**src/rtl/mem_arb_pkg.sv**
```systemverilog
// Shared definitions for the CPU/host memory arbiter: FSM states, requester IDs
// and default bus widths.
package mem_arb_pkg;

  localparam int DEF_ADDR_W = 8;
  localparam int DEF_DATA_W = 16;

  localparam logic CPU  = 1'b0;
  localparam logic HOST = 1'b1;

  typedef enum logic [1:0] {
    IDLE   = 2'd0,
    ACCESS = 2'd1,
    RESP   = 2'd2
  } arb_state_t;

endpackage

```
**src/rtl/mem_arb_pick.sv**
```systemverilog
// Combinational winner selection between the CPU and host loader ports.
// The CPU wins by default; a host that has waited MAX_WAIT CPU wins is forced through.
module mem_arb_pick
  import mem_arb_pkg::*;
#(
  parameter int MAX_WAIT = 3,
  parameter int WAIT_W   = 2
) (
  input  logic              cpu_pending,
  input  logic              host_pending,
  input  logic              host_mode,
  input  logic [WAIT_W-1:0] wait_cnt,
  output logic              grant_valid,
  output logic              grant_port
);

  localparam logic [WAIT_W-1:0] WAIT_MAX = WAIT_W'(MAX_WAIT);

  logic cpu_elig;

  assign cpu_elig    = cpu_pending & ~host_mode;
  assign grant_valid = cpu_elig | host_pending;
  assign grant_port  = (host_pending && (!cpu_elig || wait_cnt == WAIT_MAX)) ? HOST : CPU;

endmodule

```
**src/rtl/mem_arbiter.sv**
```systemverilog
// Two-port arbiter in front of a single-port synchronous RAM: IDLE arbitrates,
// ACCESS presents the latched request to the RAM, RESP returns data and pulses ack.
module mem_arbiter
  import mem_arb_pkg::*;
#(
  parameter int ADDR_W   = DEF_ADDR_W,
  parameter int DATA_W   = DEF_DATA_W,
  parameter int MAX_WAIT = 3
) (
  input  logic              clock,
  input  logic              reset_n,
  input  logic              cpu_req,
  input  logic              cpu_we,
  input  logic [ADDR_W-1:0] cpu_addr,
  input  logic [DATA_W-1:0] cpu_wdata,
  output logic              cpu_ack,
  output logic [DATA_W-1:0] cpu_rdata,
  input  logic              host_req,
  input  logic              host_we,
  input  logic [ADDR_W-1:0] host_addr,
  input  logic [DATA_W-1:0] host_wdata,
  output logic              host_ack,
  output logic [DATA_W-1:0] host_rdata,
  input  logic              host_mode,
  output logic              ram_en,
  output logic              ram_we,
  output logic [ADDR_W-1:0] ram_addr,
  output logic [DATA_W-1:0] ram_wdata,
  input  logic [DATA_W-1:0] ram_rdata,
  output logic              busy,
  output logic              grant_host
);

  localparam int WAIT_W = (MAX_WAIT < 2) ? 1 : $clog2(MAX_WAIT + 1);
  localparam logic [WAIT_W-1:0] WAIT_MAX = WAIT_W'(MAX_WAIT);

  arb_state_t        state_reg;
  logic [ADDR_W-1:0] addr_reg;
  logic [DATA_W-1:0] wdata_reg;
  logic              we_reg;
  logic [WAIT_W-1:0] wait_cnt_reg;

  logic cpu_pending;
  logic host_pending;
  logic grant_valid;
  logic grant_port;

  // A requester is never re-sampled in its own ack cycle.
  assign cpu_pending  = cpu_req & ~cpu_ack;
  assign host_pending = host_req & ~host_ack;

  mem_arb_pick #(
    .MAX_WAIT (MAX_WAIT),
    .WAIT_W   (WAIT_W)
  ) u_pick (
    .cpu_pending  (cpu_pending),
    .host_pending (host_pending),
    .host_mode    (host_mode),
    .wait_cnt     (wait_cnt_reg),
    .grant_valid  (grant_valid),
    .grant_port   (grant_port)
  );

  assign ram_en    = (state_reg == ACCESS);
  assign ram_we    = ram_en & we_reg;
  assign ram_addr  = addr_reg;
  assign ram_wdata = wdata_reg;
  assign busy      = (state_reg != IDLE);

  always_ff @(posedge clock) begin
    if (!reset_n) begin
      state_reg    <= IDLE;
      addr_reg     <= '0;
      wdata_reg    <= '0;
      we_reg       <= 1'b0;
      wait_cnt_reg <= '0;
      grant_host   <= 1'b0;
      cpu_ack      <= 1'b0;
      host_ack     <= 1'b0;
      cpu_rdata    <= '0;
      host_rdata   <= '0;
    end else begin
      cpu_ack  <= 1'b0;
      host_ack <= 1'b0;
      case (state_reg)
        IDLE: begin
          if (grant_valid) begin
            addr_reg   <= (grant_port == HOST) ? host_addr  : cpu_addr;
            wdata_reg  <= (grant_port == HOST) ? host_wdata : cpu_wdata;
            we_reg     <= (grant_port == HOST) ? host_we    : cpu_we;
            grant_host <= grant_port;
            state_reg  <= ACCESS;
            // Count CPU wins that leave an eligible host waiting.
            if (grant_port == HOST) begin
              wait_cnt_reg <= '0;
            end else if (host_pending && wait_cnt_reg != WAIT_MAX) begin
              wait_cnt_reg <= wait_cnt_reg + WAIT_W'(1);
            end
          end
        end
        ACCESS: begin
          state_reg <= RESP;
        end
        RESP: begin
          if (grant_host) begin
            host_ack <= 1'b1;
            if (!we_reg) host_rdata <= ram_rdata;
          end else begin
            cpu_ack <= 1'b1;
            if (!we_reg) cpu_rdata <= ram_rdata;
          end
          state_reg <= IDLE;
        end
        default: begin
          state_reg <= IDLE;
        end
      endcase
    end
  end

endmodule

```
**config.mk**
```make
export PLATFORM = sky130hd
export DESIGN_NAME = mem_arbiter
export DESIGN_NICKNAME = d
export VERILOG_FILES = /design/src/rtl/mem_arb_pkg.sv /design/src/rtl/mem_arb_pick.sv /design/src/rtl/mem_arbiter.sv
export SDC_FILE = /design/constraint.sdc
export NUM_CORES = 1
export LEC_CHECK = 0
export CAP_MARGIN = 20
export CORE_MARGIN = 2
export CORE_UTILIZATION = 43
export DETAILED_ROUTE_END_ITERATION = 10
export PLACE_DENSITY = 0.87
export SLEW_MARGIN = 40
export SYNTH_ARGS = -nofsm -noshare
export SYNTH_HDL_FRONTEND = slang
export SYNTH_SLANG_ARGS = --single-unit
```
**constraint.sdc**
```tcl
create_clock -name clock -period 4.62 [get_ports clock]
set_input_delay 1.155 -clock clock [delete_from_list [all_inputs] [get_ports clock]]
set_output_delay 1.155 -clock clock [all_outputs]
set_load 0.02 [all_outputs]
```
# Yosys cells after proc, flatten, opt, wreduce, memory -nomap -nowiden
# Cells that the tools add are included.
[word_totals]
out_inout_bits = 62
regBits = 64
inputBits = 71
wordCells = 48
[op_classes]
n_reduce_logical = 12
addsub = 1
mux = 10
bitwise_logic = 10
eq_ne = 5
[op_table]
columns = ["op", "count"]
rows = [
  ["$mux 16", 1],
  ["$reduce_and 3->1", 3],
  ["$mux 8", 1],
  ["$mux 2", 3],
  ["$not 1->1", 5],
  ["$and 1x1->1", 4],
  ["$eq 2x2->1 const B", 2],
  ["$mux 1", 4],
  ["$ne 2x2->1 const B", 2],
  ["$pmux 2 s2", 1],
  ["$reduce_and 2->1", 2],
  ["$reduce_bool 2->1", 2],
  ["$add 2x1->2 const B", 1],
  ["$eq 2x1->1 const B", 1],
  ["$logic_and 1x1->1", 2],
  ["$logic_not 2->1", 1],
  ["$logic_not 1->1", 1],
  ["$logic_or 1x1->1", 1],
  ["$or 1x1->1", 1],
]

# Logic depth before layout (Yosys ltp)
# Gate-level depths: netlist of the first run.
[logic_depth]
ltp_word = 9
ltp_mapped = 7
ltp_nobuf = 5

# Hierarchy
# Synthesis of the first run repeated with hierarchy kept, for this count alone.
[unflattened]
cells_unflattened = 292
area_unflattened_um2 = 2727.6
[by_module_without_submodules]
columns = ["mod", "area_each_um2", "instances", "cells_per_inst", "seq_area_each_um2"]
rows = [
  ["mem_arbiter", 2696.3, 1, 288, 1281.2],
  ["mem_arb_pick", 31.3, 1, 4, 0.0],
]

# Least setup slack after synthesis of the first run
# OpenSTA, ideal clock, no wires.
[synth_timing]
path_kind = "input port to flip-flop"
startpoint = "input port host_mode"
endpoint = "register addr_reg[3], in the netlist ram_addr[3]"
t_arrival_ns = 2.162
setup_slack_ns = 2.321
setup_ns = 0.136
path_stages = 6
path_buffers = 2
path_cell_list = "or4b_4 -> nor2b_1 -> buf_6 -> buf_6 -> nand2_1 -> a31oi_1"
[synth_between]
elab_chain_len = 7
[synth_lines]
columns = ["element", "line_no", "text"]
rows = [
  ["from (decl)", "mem_arbiter.sv:24", "input logic host_mode,"],
  ["$not 1->1 (*)", "mem_arb_pick.sv:21", "assign cpu_elig = cpu_pending & ~host_mode;"],
  ["$and 1x1->1 (*)", "mem_arb_pick.sv:21", ""],
  ["$logic_not 1->1", "mem_arb_pick.sv:23", "assign grant_port = (host_pending && (!cpu_elig || wait_cnt == WAIT_MAX)) ? HOST : CPU;"],
  ["$logic_or 1x1->1", "mem_arb_pick.sv:23", ""],
  ["$logic_and 1x1->1", "mem_arb_pick.sv:23", ""],
  ["$mux 1", "mem_arb_pick.sv:23", ""],
  ["$mux 8", "mem_arbiter.sv:88", "addr_reg <= (grant_port == HOST) ? host_addr : cpu_addr;"],
  ["to (signal assigned)", "mem_arbiter.sv:88", ""],
  ["to (decl)", "mem_arbiter.sv:38", "logic [ADDR_W-1:0] addr_reg;"],
]
# Every way passes the cells marked *; elsewhere a longest branch is shown, timed or not.
# A chain may end at the register's enable or synchronous reset.

# Final worst setup path of the first run
[layout_timing]
startpoint = "register state_reg[0]"
endpoint = "output port ram_we"
[layout_between]
elab_chain_len = 2
[layout_lines]
columns = ["element", "line_no", "text"]
rows = [
  ["from (decl)", "mem_arbiter.sv:37", "arb_state_t state_reg;"],
  ["from (signal assigned)", "mem_arbiter.sv:72", "state_reg <= IDLE;"],
  ["from (signal assigned)", "mem_arbiter.sv:92", "state_reg <= ACCESS;"],
  ["from (signal assigned)", "mem_arbiter.sv:102", "state_reg <= RESP;"],
  ["$eq 2x1->1", "mem_arbiter.sv:64", "assign ram_en = (state_reg == ACCESS);"],
  ["$and 1x1->1", "mem_arbiter.sv:65", "assign ram_we = ram_en & we_reg;"],
  ["to (decl)", "mem_arbiter.sv:26", "output logic ram_we,"],
]
# No other way between the ends.

==> flow_summary.yaml, run 1 <==
die:
  core.rowCount: 28
  core_area_mm2: 0.005886
  die_x_um: 81.95
  pin_count: 133
  fp.dieArea_mm2: 0.006715
  die_h_um: 81.95
  start_util: 0.4439
timing:
  timing.slew.headroom: 0.5573
  finalWorstPathRequiredPeriod_ps: 2827
  grt_setup_unrepaired: "no"
  finalWorstSetupSlack_ps: 1793
  setup-violations-final: 0
  timing.hold.ws_ps: 456.5
  final.setup_skew_ps: 6.518
  min_period_over_period: 0.6119
  hold_viol_final: 0
  slew_violations: 0
  clock.fmax_mhz: 353.7
  finalSetupTns_ps: 0
  worstMarginPinSlew_ps: 663.3
power:
  power_density_mw_per_mm2: 313.6
  ir_worst_vdd_uv: 299.4
  power.leakage_uw: 0.001481
logic_synthesis:
  synth_seq_area_share: 0.4904
  synth-simple-area-share: 0.2289
  synth_mux_area_frac: 0.003831
  synth.ff_latch_count: 64
  total_standard_cell_area_after_synthesis_mm2: 0.002613
  synth-adder-area-share: 0.004789
  combinational_family_with_the_most_area_after_synthesis: "simple AND/OR/NAND/NOR gates"
  number_of_distinct_library_cell_variants_in_the_gate_level_netlist_after_synthesis: 31
  synth.net_count: 386
  synth_xor_area_frac: 0
  synth_compound_gate_area_share: 0.2107
  syn_area_per_cell_um2: 8.320
  ys_warn_count: 0
  postSynthCellCount: 314
global_routing:
  grt_pass1_wl_mm: 10.66
  maximum_number_of_pins_on_one_net_before_global_route_repair: 65
  overflow: 0
  initial_antenna_violation_count: 0
  first_global_vias: 2497
  track_usage: 0.2090
layout:
  nets: 505
  layout.cells.most_common: "clkdlybuf4s50_1"
  final_util: 0.6901
  layout.cells.most_common_list: "131 x clkdlybuf4s50_1, 115 x nand2_1, 64 x dfxtp_1"
  final_cells: 513
  drive_gt1_frac: 0.05251
  number_of_antenna_cells_inserted: 0
  flow.area_growth_from_synthesis_pct: 55.46
status:
  status: "completed"
placed_design:
  hpwl_mm: 4.870
  port_buffers: 132
  place_worst_setup_slack_ps: 1478
  gp_congestion: 0.7903
  post-place-cells: 497
routing:
  detail_route.first_pass.iterations: 4
  antenna_violating_nets_post_route: 0
  routed_via_count: 2558
  finalWirelength_mm: 6.846
  drcViolationCount: 0
  detailedRoute.firstIterationViolations: 68
  drt-wirelength-per-cell_um: 13.35
  avgViaCountPerCell: 4.986
setup_path:
  top_fanout_value_on_the_critical_path: 4
  cp-end-kind: "output pin"
  worstSetupPathType: "flop to output pin"
  critical_path_arrival_ps: 1670
  critical_path_required_ps: 3460
  start_kind: "flop"
clock_network:
  cts-buffers-inserted: 9
  clk_transition_reported_paths_ps: 70
  clock-root-buffer: "clkbuf_8"
  tritoncts_num_sinks: 64
  cts_max_level: 3
  post-cts-setup-buffers: 0
  tritoncts: "yes"
  post_cts_hold_buffer_count: 0
  ctsResizeCount: 0
  clock_insertion_delay_worst_skew_ps: 330
  cts_buffer_depth: 2
min_path:
  hold_path_class: "flop to flop"
run:
  cap_violations: 0
[power by group]
part	total [µW]	switching, µW	internal [µW]
clock	408	202	206
combinational	261	122	139
sequential	604	20.0	585
total	1270	344	929
[stage by stage]
stage	total power, µW	area [µm²]
detailed placement	877.1	3894
floorplan	743.0	2613
CTS	1284	4059
global placement	869.0	3865
finish	1273	4061
global route	1329	4061
[worst max-delay path, cell delays in order (launching register included)]
cell,delay (ps)
dfxtp_1,360
nor2b_1,210
and2_1,150
clkdlybuf4s50_1,620
[path summary, 6_finish.rpt]
kind                   startpoint            to  slack, ps  depth (start not counted)
hold / removal       cpu_rdata[2]  cpu_rdata[2]        460                          2
setup / recovery     state_reg[0]        ram_we       1790                          3
hold reg to reg      cpu_rdata[2]  cpu_rdata[2]        460                          2
setup reg to reg  wait_cnt_reg[0]  ram_wdata[9]       2750                          5
[per-layer routing]
metal  up-vias  routed length [µm]  track usage
li1       1285                   -            -
met2       113                3162       0.3602
met5         -                   0            0
met4         0                 112      0.08833
met3         8                 718      0.09121
met1      1152                2853       0.2218
[Yosys cell counts]
| library cell | number | area, µm² |
|---|---|---|
| o21ai_0 | 25 | 125.1 |
| nor3b_2 | 1 | 12.51 |
| dfxtp_1 | 64 | 1281 |
| or4b_1 | 1 | 10.01 |
| mux2i_1 | 1 | 10.01 |
| or4b_4 | 1 | 13.76 |
| a21oi_1 | 1 | 5.000 |
| nor2b_1 | 5 | 31.28 |
| nand2_1 | 115 | 431.7 |
| buf_8 | 2 | 30.03 |
| buf_2 | 4 | 20.02 |
| nand3b_1 | 1 | 7.510 |
| nor3_1 | 1 | 5.000 |
| buf_4 | 2 | 15.01 |
| ha_1 | 1 | 12.51 |
| a21boi_0 | 22 | 165.2 |
| a21boi_1 | 10 | 75.07 |
| and3_1 | 1 | 6.260 |
| nor2_1 | 2 | 7.510 |
| clkbuf_2 | 1 | 5.000 |
| a21oi_4 | 1 | 16.27 |
| and2_1 | 3 | 18.77 |
| or3b_1 | 2 | 17.52 |
| buf_6 | 4 | 45.04 |
| clkbuf_1 | 12 | 45.04 |
| nand2b_1 | 2 | 12.51 |
| nor2b_2 | 1 | 8.760 |
| and3b_1 | 1 | 8.760 |
| or2_2 | 1 | 6.260 |
| a31oi_1 | 25 | 156.4 |
| a22oi_1 | 1 | 7.510 |
[kinds of logic (layout without fill, tap and decap cells)]
kind of cell,after synthesis,count (layout)
adder cells (fa/ha/maj),1,1
buffers and inverters,25,149
AO/OA/AOI/OAI,85,85
AND/OR/NAND/NOR,138,138
multiplexers,1,1
flip-flops,64,64
[area by class of cell]
type,instances,area [µm²]
fill,490,1824
timing repair buffer,133,1334
sequential,64,1281
multi-input combinational,225,1187
clock buffer,12,145.1
tap,75,93.84
clock inverter,4,20.02
Power figures use the tool's default switching activity.
==> run 2: changes to the inputs <==
--- a/config.mk
+++ b/config.mk
@@ -7,9 +7,9 @@
 export LEC_CHECK = 0
 export CAP_MARGIN = 20
 export CORE_MARGIN = 2
-export CORE_UTILIZATION = 43
+export CORE_UTILIZATION = 40
 export DETAILED_ROUTE_END_ITERATION = 10
-export PLACE_DENSITY = 0.87
+export PLACE_DENSITY = 0.81
 export SLEW_MARGIN = 40
 export SYNTH_ARGS = -nofsm -noshare
 export SYNTH_HDL_FRONTEND = slang
==> constraint.sdc (replaced) <==
create_clock -name clock -period 2.8 [get_ports clock]
set_input_delay 0.7 -clock clock [delete_from_list [all_inputs] [get_ports clock]]
set_output_delay 0.7 -clock clock [all_outputs]
set_load 0.02 [all_outputs]
==> flow_summary.yaml, run 2 (same netlist as run 1, synthesis figures left out) <==
status:
  status: "completed"
layout:
  multiInputGateArea_mm2: 0.001179
  layout.cells.most_common: "clkdlybuf4s50_1"
  number_of_antenna_cells_inserted: 0
  n_fill_cell: 558
  final_cells: 516
  final_cell_area_mm2: 0.004076
  nets: 507
  layout.cells.most_common_list: "131 x clkdlybuf4s50_1, 115 x nand2_1, 64 x dfxtp_1"
  flow.area_growth_from_synthesis_pct: 56.03
  drive_gt1_frac: 0.04784
  area.sequential_mm2: 0.001281
timing:
  grt_setup_unrepaired: "no"
  final.setup_skew_ps: 4.525
  slew_violations: 0
  finalSetupTns_ps: 0
  worstMarginPinSlew_ps: 702.5
  setup-violations-final: 0
  timing.slew.headroom: 0.5302
  finalWorstPathRequiredPeriod_ps: 2389
  clock.fmax_mhz: 418.6
  min_period_over_period: 0.8532
  hold_viol_final: 0
clock_network:
  post-cts-setup-buffers: 0
  clock-root-buffer: "clkbuf_8"
  cts-buffers-inserted: 9
  cts_buffer_depth: 2
  ctsResizeCount: 0
  tritoncts_num_sinks: 64
  tritoncts: "yes"
  cts_max_level: 3
  post_cts_hold_buffer_count: 0
  clock_insertion_delay_worst_skew_ps: 330
  clk_transition_reported_paths_ps: 60
global_routing:
  first_global_vias: 2513
  maximum_number_of_pins_on_one_net_before_global_route_repair: 65
  overflow: 0
  initial_antenna_violation_count: 0
  track_usage: 0.2029
  grt_pass1_wl_mm: 11.63
routing:
  drcViolationCount: 0
  antenna_violating_nets_post_route: 0
  detail_route.first_pass.iterations: 4
  routed_via_count: 2603
  detailedRoute.firstIterationViolations: 68
  drt-wirelength-per-cell_um: 13.78
  finalWirelength_mm: 7.113
  avgViaCountPerCell: 5.045
setup_path:
  top_fanout_value_on_the_critical_path: 4
  cpLargestDelayFamily: "buffers and inverters"
  max_stage_delay_ps: 620
  cp_cell_sequence: "nor2b_1, and2_1, clkdlybuf4s50_1"
  crit_buf_inv: 1
  start_kind: "flop"
  cp_slowest_cell: "clkdlybuf4s50_1"
  critical_path_required_ps: 2100
  worstRegToRegCells: 6
  critical_path_arrival_ps: 1690
  worstSetupPathDepth: 3
  cp-end-kind: "output pin"
  worstSetupPathType: "flop to output pin"
run:
  cap_violations: 0
placed_design:
  hpwl_mm: 4.897
  post-place-cells: 501
  port_buffers: 132
  gp_congestion: 0.7400
  dpl-instance-area_mm2: 0.003910
die:
  die_h_um: 84.82
  start_util: 0.4114
  core_area_mm2: 0.006350
  pin_count: 133
  die_x_um: 84.82
  core.rowCount: 29
  fp.dieArea_mm2: 0.007194
power:
  total_power_uw: 2126
  ir_worst_vdd_uv: 294.2
  power_density_mw_per_mm2: 521.6
  power.leakage_uw: 0.001487
min_path:
  worstHoldPathCells: 2
  hold_path_class: "flop to flop"
run 2: layout make-up:
cell class,count,share of cell area
flip-flops and latches,64,0.3143
clock buffers,15,0.04082
well taps,77,0.02363
repair buffers,135,0.3321
multi-input cells,225,0.2891
run 2: routing by layer:
layer | global-route usage | wire length, µm | up-vias
met5 | 0 | 0 | -
met3 | 0.09047 | 743 | 12
met4 | 0.09668 | 126 | 0
li1 | - | - | 1290
met2 | 0.3257 | 3257 | 115
met1 | 0.2315 | 2986 | 1186
run 2: where the power goes:
group          switching, µW  internal [µW]  total [µW]  leakage, µW
clock network            325            367         692    0.0000838
logic                    206            233         439     0.000881
registers               30.7            965         995     0.000523
run 2: path summary, 6_finish.rpt:
| path | slack (ps) | start | end |
|---|---|---|---|
| worst max-delay path | 410 | state_reg[0] | ram_we |
| worst min-delay path | 450 | cpu_rdata[2] | cpu_rdata[2] |
| worst max register to register | 970 | wait_cnt_reg[0] | ram_wdata[14] |
| worst min register to register | 450 | cpu_rdata[2] | cpu_rdata[2] |
run 2: worst register-to-register path, stage by stage, from the launching register on:
cell,delay (ps)
dfxtp_1,330
ha_1,190
or4b_4,550
nand2b_1,90
buf_4,280
nand2_1,110
a31oi_1,190
run 2: through the flow:
| step | hold WS (ps) | util | worst slack, ps |
|---|---|---|---|
| after global placement | 441.8 | 0.6146 | 222.5 |
| after detailed placement | 445.6 | 0.6158 | 393.7 |
| after CTS | 455.0 | 0.6420 | 380.3 |
| after global routing | 471.4 | 0.6420 | 353.9 |
| final | 454.4 | 0.6420 | 410.9 |
| after floorplan | 503.9 | - | 956.5 |
==> run 3: changes to the inputs <==
--- a/config.mk
+++ b/config.mk
@@ -10,6 +10,8 @@
 export CORE_UTILIZATION = 40
 export DETAILED_ROUTE_END_ITERATION = 10
 export PLACE_DENSITY = 0.81
+export RECOVER_POWER = 25
+export REMOVE_ABC_BUFFERS = 1
 export SLEW_MARGIN = 40
 export SYNTH_ARGS = -nofsm -noshare
 export SYNTH_HDL_FRONTEND = slang
==> flow_summary.yaml, run 3 (same netlist as run 1, synthesis figures left out) <==
layout:
  final_cell_area_mm2: 0.004100
  flow.area_growth_from_synthesis_pct: 56.94
  layout.cells.most_common_list: "131 x clkdlybuf4s50_1, 115 x nand2_1, 64 x dfxtp_1"
  layout.cells.most_common: "clkdlybuf4s50_1"
  n_fill_cell: 559
  nets: 509
  number_of_antenna_cells_inserted: 0
  drive_gt1_frac: 0.05215
power:
  ir_worst_vdd_uv: 298.1
  p_comb_frac: 0.200
  power_density_mw_per_mm2: 535.9
  swShare: 0.2611
  p_seq_frac: 0.453
  power.leakage_uw: 0.001496
  netSwitchingPower_uw: 573.9
  clockPowerShare: 0.347
  p_int_uw: 1624
placed_design:
  place_worst_setup_slack_ps: 412.7
  gp_congestion: 0.7475
  hpwl_mm: 5.039
  port_buffers: 132
  dpl-instance-area_mm2: 0.003923
die:
  start_util: 0.4114
  core_area_mm2: 0.006350
  pin_count: 133
  die_h_um: 84.82
  die_x_um: 84.82
  core.rowCount: 29
  fp.dieArea_mm2: 0.007194
setup_path:
  worstSetupPathType: "flop to output pin"
  cp_cell_sequence: "nor2b_1, and2_1, clkdlybuf4s50_1"
  cp_launch_point: "state_reg[0]"
  crit_buf_inv: 1
  critical_path_arrival_ps: 1670
  cpLargestDelayFamily: "buffers and inverters"
  top_fanout_value_on_the_critical_path: 4
  cp_slowest_cell: "clkdlybuf4s50_1"
  cp-end-kind: "output pin"
  r2r_startpoint: "wait_cnt_reg[0]"
  start_kind: "flop"
  max_stage_delay_ps: 610
  critical_path_required_ps: 2100
clock_network:
  cts-buffers-inserted: 9
  cts_buffer_depth: 2
  cts_max_level: 3
  tritoncts: "yes"
  post_cts_hold_buffer_count: 0
  clock-root-buffer: "clkbuf_8"
  ctsResizeCount: 0
  tritoncts_num_sinks: 64
  post-cts-setup-buffers: 0
  clk_transition_reported_paths_ps: 70
  clock_insertion_delay_worst_skew_ps: 340
timing:
  finalWorstSetupSlack_ps: 427.6
  finalWorstPathRequiredPeriod_ps: 2372
  worstMarginPinSlew_ps: 1931
  setup-violations-final: 0
  timing.slew.headroom: -0.2873
  finalSetupTns_ps: 0
  grt_setup_unrepaired: "no"
  slew_violations: 57
  timing.hold.ws_ps: 465.7
  clock.fmax_mhz: 421.5
  min_period_over_period: 0.8473
  hold_viol_final: 0
  final.setup_skew_ps: 5.938
status:
  status: "finished with violations"
  violations: "max-capacitance violations, max-slew violations"
routing:
  detail_route.first_pass.iterations: 5
  drt-wirelength-per-cell_um: 13.98
  drcViolationCount: 0
  routed_via_count: 2592
  antenna_violating_nets_post_route: 0
  finalWirelength_mm: 7.241
  detailedRoute.firstIterationViolations: 85
  avgViaCountPerCell: 5.004
min_path:
  timing.hold.worst.start: "cpu_rdata[14]"
  hold_path_class: "flop to flop"
global_routing:
  first_global_vias: 2574
  overflow: 0
  initial_antenna_violation_count: 0
  maximum_number_of_pins_on_one_net_before_global_route_repair: 57
  grt_pass1_wl_mm: 11.58
  track_usage: 0.2049
run:
  cap_violations: 1
==> run 3: changes by cell type in the layout (fill, tap and decap cells not counted), sizes merged <==
cell    change
bufinv      +1
clkbuf      -2
clkinv      +3
==> run 3: worst paths after layout <==
path,end,slack (ps),depth (start not counted)
setup / recovery,ram_we,430,3
hold / removal,cpu_rdata[14],470,2
setup reg to reg,ram_addr[7],970,6
hold reg to reg,cpu_rdata[14],470,2
==> run 3: final cells by class <==
cell class / count / area [µm²] / area share
timing repair buffer: 137 / 1358 / 0.3311
multi-input combinational: 225 / 1179 / 0.2875
clock buffer: 11 / 141.4 / 0.03448
tap: 77 / 96.34 / 0.02350
clock inverter: 4 / 45.04 / 0.01099
sequential: 64 / 1281 / 0.3125
==> run 3: power groups by stage <==
stage	clock (µW)	combinational (µW)	sequential, µW
CTS	783	445	995
finish	763	440	995
global placement	0	437	1010
global route	819	474	1000
detailed placement	0	442	1010
floorplan	0	122	1070
==> run 3: worst min-delay path, stage by stage (launching register included) <==
cell	delay, ps
dfxtp_1	310
nand2_1	50
a21boi_0	60
==> run 3: layer usage <==
layer / track usage / wire [µm] / up-vias
met3: 0.09533 / 836 / 10
li1: - / - / 1294
met5: 0 / 0 / -
met2: 0.3486 / 3440 / 121
met1: 0.2174 / 2834 / 1167
met4: 0.09091 / 129 / 0
==> run 3: per-stage QoR <==
stage | total power [µW] | instances | util
finish | 2197 | 518 | 0.6457
CTS | 2223 | 518 | 0.6471
global route | 2295 | 518 | 0.6457
floorplan | 1193 | 289 | -
global placement | 1450 | 503 | 0.6169
detailed placement | 1457 | 503 | 0.6177
